===== config.mk =====
export PLATFORM = sky130hd
export DESIGN_NAME = host_watchdog
export DESIGN_NICKNAME = d
export VERILOG_FILES = /design/src/rtl/host_watchdog_pkg.sv /design/src/rtl/wdog_prescaler.sv /design/src/rtl/host_watchdog.sv
export SDC_FILE = /design/constraint.sdc
export NUM_CORES = 1
export LEC_CHECK = 0
export CAP_MARGIN = 15
export CORE_ASPECT_RATIO = 0.75
export CORE_MARGIN = 3
export CORE_UTILIZATION = 48
export CTS_CLUSTER_SIZE = 8
export DETAILED_ROUTE_END_ITERATION = 7
export PLACE_DENSITY = 0.81
export SLEW_MARGIN = 20
export SYNTH_ARGS = -nofsm -noshare
export SYNTH_HDL_FRONTEND = slang
export SYNTH_HIERARCHICAL = 1
export SYNTH_SLANG_ARGS = --single-unit

===== constraint.sdc =====
create_clock -name sysclk -period 3.18 [get_ports sysclk]
set_input_delay 0.318 -clock sysclk [delete_from_list [all_inputs] [get_ports sysclk]]
set_output_delay 0.318 -clock sysclk [all_outputs]
set_load 0.01 [all_outputs]

===== src/rtl/host_watchdog_pkg.sv =====
// Shared constants for the host write watchdog: register address, widths,
// state encoding and status-word bit positions.
package host_watchdog_pkg;

    localparam logic [7:0] ADDR_WDOG_DEFAULT = 8'h03;
    localparam int         PRESC_W_DEFAULT   = 8;
    localparam int         PERIOD_W_DEFAULT  = 16;

    localparam logic [1:0] WDOG_DISABLED = 2'b00;
    localparam logic [1:0] WDOG_ARMED    = 2'b01;
    localparam logic [1:0] WDOG_EXPIRED  = 2'b10;

    localparam int TIMEOUT_BIT = 31;
    localparam int STATE_MSB   = 30;
    localparam int STATE_LSB   = 29;

endpackage


===== src/rtl/wdog_prescaler.sv =====
// Free-running prescaler for the host watchdog: one-cycle tick each time the
// counter sits at all-ones while enabled; clear has priority over enable.
module wdog_prescaler #(
    parameter int PRESC_W = 8
) (
    input  logic sysclk,
    input  logic reset,
    input  logic en,
    input  logic clr,
    output logic tick
);

    logic [PRESC_W-1:0] cnt;

    // NOTE: sequential state uses non-blocking assignments so every flop samples pre-edge values.
    always_ff @(posedge sysclk or negedge reset) begin
        if (!reset) begin
            cnt <= '0;
        end else if (clr) begin
            cnt <= '0;
        end else if (en) begin
            cnt <= cnt + PRESC_W'(1);
        end
    end

    assign tick = en && (&cnt);

endmodule


===== src/rtl/host_watchdog.sv =====
// Host write watchdog: sticky timeout when no register write arrives within the
// programmed period. Define HOST_WATCHDOG_CNT_READ_EN to expose the live tick count at ADDR_WDOG+1.
module host_watchdog
    import host_watchdog_pkg::*;
#(
    parameter logic [7:0] ADDR_WDOG = ADDR_WDOG_DEFAULT,
    parameter int         PRESC_W   = PRESC_W_DEFAULT,
    parameter int         PERIOD_W  = PERIOD_W_DEFAULT
) (
    input  logic        sysclk,
    input  logic        reset,
    input  logic [7:0]  reg_addr,
    input  logic [31:0] reg_wdata,
    input  logic        reg_wen,
    input  logic        blk_wen,
    output logic        wdog_timeout,
    output logic [1:0]  wdog_state,
    output logic [31:0] wdog_rdata
);

    logic [1:0]          state;
    logic [PERIOD_W-1:0] period;
    logic [PERIOD_W-1:0] count;
    logic [PERIOD_W-1:0] count_inc;
    logic                cfg_wr;
    logic                activity;
    logic                armed;
    logic                tick;
    logic                unused_wdata;

    assign cfg_wr       = reg_wen && (reg_addr == ADDR_WDOG);
    assign activity     = reg_wen || blk_wen;
    assign armed        = (state == WDOG_ARMED);
    assign count_inc    = count + PERIOD_W'(1);
    assign unused_wdata = ^reg_wdata[31:PERIOD_W];

    // Frozen outside ARMED, so an expired watchdog keeps its elapsed-tick snapshot.
    wdog_prescaler #(
        .PRESC_W (PRESC_W)
    ) u_prescaler (
        .sysclk (sysclk),
        .reset  (reset),
        .en     (armed),
        .clr    (cfg_wr || (armed && activity)),
        .tick   (tick)
    );

    // Priority: config write, then host activity, then the counting tick.
    always_ff @(posedge sysclk or negedge reset) begin
        if (!reset) begin
            state        <= WDOG_DISABLED;
            period       <= '0;
            count        <= '0;
            wdog_timeout <= 1'b0;
        end else if (cfg_wr) begin
            period       <= reg_wdata[PERIOD_W-1:0];
            count        <= '0;
            wdog_timeout <= 1'b0;
            state        <= (reg_wdata[PERIOD_W-1:0] != '0) ? WDOG_ARMED : WDOG_DISABLED;
        end else if (armed) begin
            if (activity) begin
                count <= '0;
            end else if (tick) begin
                count <= count_inc;
                if (count_inc == period) begin
                    state        <= WDOG_EXPIRED;
                    wdog_timeout <= 1'b1;
                end
            end
        end
    end

    assign wdog_state = state;

    // NOTE: default every combinational output first so no path can infer a latch.
    always_comb begin
        wdog_rdata = '0;
        if (reg_addr == ADDR_WDOG) begin
            wdog_rdata[TIMEOUT_BIT]         = wdog_timeout;
            wdog_rdata[STATE_MSB:STATE_LSB] = state;
            wdog_rdata[PERIOD_W-1:0]        = period;
        end
`ifdef HOST_WATCHDOG_CNT_READ_EN
        else if (reg_addr == ADDR_WDOG + 8'd1) begin
            wdog_rdata[PERIOD_W-1:0] = count;
        end
`endif
    end

endmodule


==> impl_metrics.toml <==
[die]
coreArea_sq_um = 5410
placementRows = 23
die_h_microns = 71.3
die_area_sq_um = 6630
io_pins = 79
start_util = 0.504
die_w_microns = 93.0

[synthesis]
synth_area_leader_cell = "dfrtp_1"
syn-cell-area_sq_um = 2730
ys_ff_latch = 42
async_reset_ff_frac = 1.00
synth-main-ff-cell = "dfrtp_1"
ys_types = 50
synth_area_leaders = "dfrtp_1, mux2_2, and2_1, buf_4, xnor2_1"
synthCells = 289
yosysWarnings = 6
synth_top_cell_area_share = 0.386
synth-edff-count = 0
ys_seq_area_frac = 0.386
synth.avg_cell_area_sq_um = 9.43

[critical_path]
crit_path_end_kind = "output port"
critPathArrivalTime_ns = 2.36
critical_path_class = "in -> out"
worstPathMaxFanout = 21
r2r_start = "u_prescaler/cnt[0]$_DFFE_PN0P_"
worstSetupStartpointType = "primary input"
rr_endpoint = "wdog_state[0]$_DFFE_PN0P_"
startpoint = "reg_addr[6]"
reg2reg_slack_ns = 0.65
ff2ff_path_depth = 9
critical_path_required_ns = 2.86
worstSetupEndpoint = "wdog_rdata[5]"

[timing]
fin_ws_ns = 0.502
hold_slack_ns = 0.154
hold_viol = 0
tns_ns = 0
finalCriticalPeriod_ns = 2.68
fin_crit_sh = 0.842
max_freq_mhz = 373
slew_headroom = 0.379
drv_slew = 0
rsz0062_at_grt = "no"
setup_viol = 0
fin_worst_skew_ns = 0.0121
tightest_slew_ns = 0.931

[global_route]
first_global_vias = 2175
grt_use_total = 0.195
grt-ovfl-total = 0
grt_max_degree = 43
grt_first_pass_wirelength_mm = 10.4
antenna_found_initial = 0

[clock_network]
clk_latency_ns = 0.30
cts-root-buf = "clkbuf_8"
cts_tree = "done"
post_cts_buffers = 0
cts_sinks = 42
cts_resized = 0
postCtsHoldBufs = 0
htree_levels = 2
clk_pin_slew_ns = 0.09
cts_made_buffers = 5
clockBufferDepth = 2

[power_and_ir_drop]
irDropWorstVdd_v = 0.000337
total_power_mw = 1.14
power.leakage_nw = 1.41
power.density_nw_per_um2 = 350

[routing]
vias = 2226
routed_wl_mm = 6.15
drc = 0
wl_per_cell_microns = 15.1
ant_nets = 0
drt-initial-drc-count = 195
firstDrtPassIters = 4
drt-vias-per-instance = 5.47

[placement]
routabilityCongestion = 0.881
pre_cts_ws_ns = 0.484
placedCellCount = 399
dp_hpwl_mm = 4.61
port_buffers = 49

[run]
maxCapViolations = 0

[min_path]
min_path_type = "in -> async"

[finish]
nets = 377
diodes = 0
final_cells = 407
drive_above_1_share = 0.111
area_growth_pct = 19.5

[run_status]
status = "finished, final reports clean"
[synth_stat cells, types with 3 or more instances]
cell and n:
nand4_1 5, nand2b_1 6, nand3_1 11, clkbuf_1 6, a21oi_1 9, o21ai_1 6, nor4_1 6, o31ai_1 7
a31oi_1 4, mux2_2 16, and3_1 3, nor2_1 19, dfrtp_1 42, inv_1 4, or3_1 3, xnor2_1 15
buf_4 18, xor2_1 8, o21ai_0 21, nand2_1 18, and2_1 22
[worst min-delay path by stage]
| stage | end | slack [ns] | depth (start not counted) |
|---|---|---|---|
| after global routing | u_prescaler/cnt[6]$_DFFE_PN0P_ | 0.23 | 1 |
| after global placement | count[15]$_DFFE_PN0P_ | 0.50 | 1 |
| final | count[7]$_DFFE_PN0P_ | 0.15 | 1 |
| after detailed placement | count[15]$_DFFE_PN0P_ | 0.50 | 1 |
| after CTS | count[13]$_DFFE_PN0P_ | 0.19 | 1 |
| after floorplan | count[0]$_DFFE_PN0P_ | 0.02 | 0 |
[where the power goes]
group / total, mW / switching [mW] / internal (mW)
registers: 0.635 / 0.0579 / 0.577
clock network: 0.345 / 0.189 / 0.155
logic: 0.161 / 0.0781 / 0.0826
total: 1.14 / 0.325 / 0.815
[layout make-up]
type / count / area, sq um
inverter: 4 / 15.0
multi-input combinational: 226 / 1500
fill: 498 / 2150
clock buffer: 6 / 72.6
clock inverter: 2 / 13.8
tap: 75 / 93.8
sequential: 42 / 1050
timing repair buffer: 52 / 508
[stage by stage]
step           area (sq um)   util
2_1_floorplan          2770      -
3_3_place_gp           3170  0.586
3_5_place_dp           3170  0.586
4_1_cts                3260  0.602
5_1_grt                3260  0.602
6_report               3260  0.602
[registers in the layout (all words and copies together) (netlist names)]
signal,cells
wdog_state,2
period,16
count,16
u_prescaler/cnt,8
[critical path, cell delays in order]
cell and delay, ns:
clkdlybuf4s50_1 0.41, or4_4 0.53, nor4_4 0.13, buf_4 0.25
and2_1 0.17, clkdlybuf4s50_1 0.54
[layer usage]
| metal | vias up | global-route usage | part of all wire |
|---|---|---|---|
| met5 | - | 0 | 0 |
| li1 | 1083 | - | - |
| met2 | 84 | 0.297 | 0.44 |
| met4 | 0 | 0.0520 | 0.012 |
| met3 | 7 | 0.0420 | 0.070 |
| met1 | 1052 | 0.286 | 0.47 |
[cells by family after synthesis]
group | count (synthesis) | share of synthesized area
other cells | 1 | 0.00138
buf+inv | 33 | 0.0799
mux | 18 | 0.0735
xor+xnor | 23 | 0.0739
simple gates | 110 | 0.243
fa+ha+maj | 2 | 0.00918
flops | 42 | 0.386
compound gates | 60 | 0.134
[cells in the final DEF (no fill, tap or decap), types with 2 or more instances in the layout]
master           instances
or3_1                    3
nor4_1                   6
nand3b_1                 2
a211oi_1                 2
nand2_1                 18
conb_1                  13
mux2i_1                  2
o22ai_1                  2
and4_1                   2
xnor2_1                 15
o21ai_0                 21
nor2_1                  19
inv_1                    4
clkdlybuf4s50_1         48
xor2_1                   8
nand2b_1                 6
nor4_4                   2
clkbuf_8                 5
dfrtp_1                 42
a31oi_1                  4
buf_4                    3
and2_1                  22
and3_1                   3
o31ai_1                  7
a21oi_1                  9
mux2_2                  16
nand3_1                 11
nand4_1                  5
and2b_1                  2
nor3_1                   2
ha_1                     2
o21ai_1                  6
No activity file was read; power rests on OpenSTA's default activity.
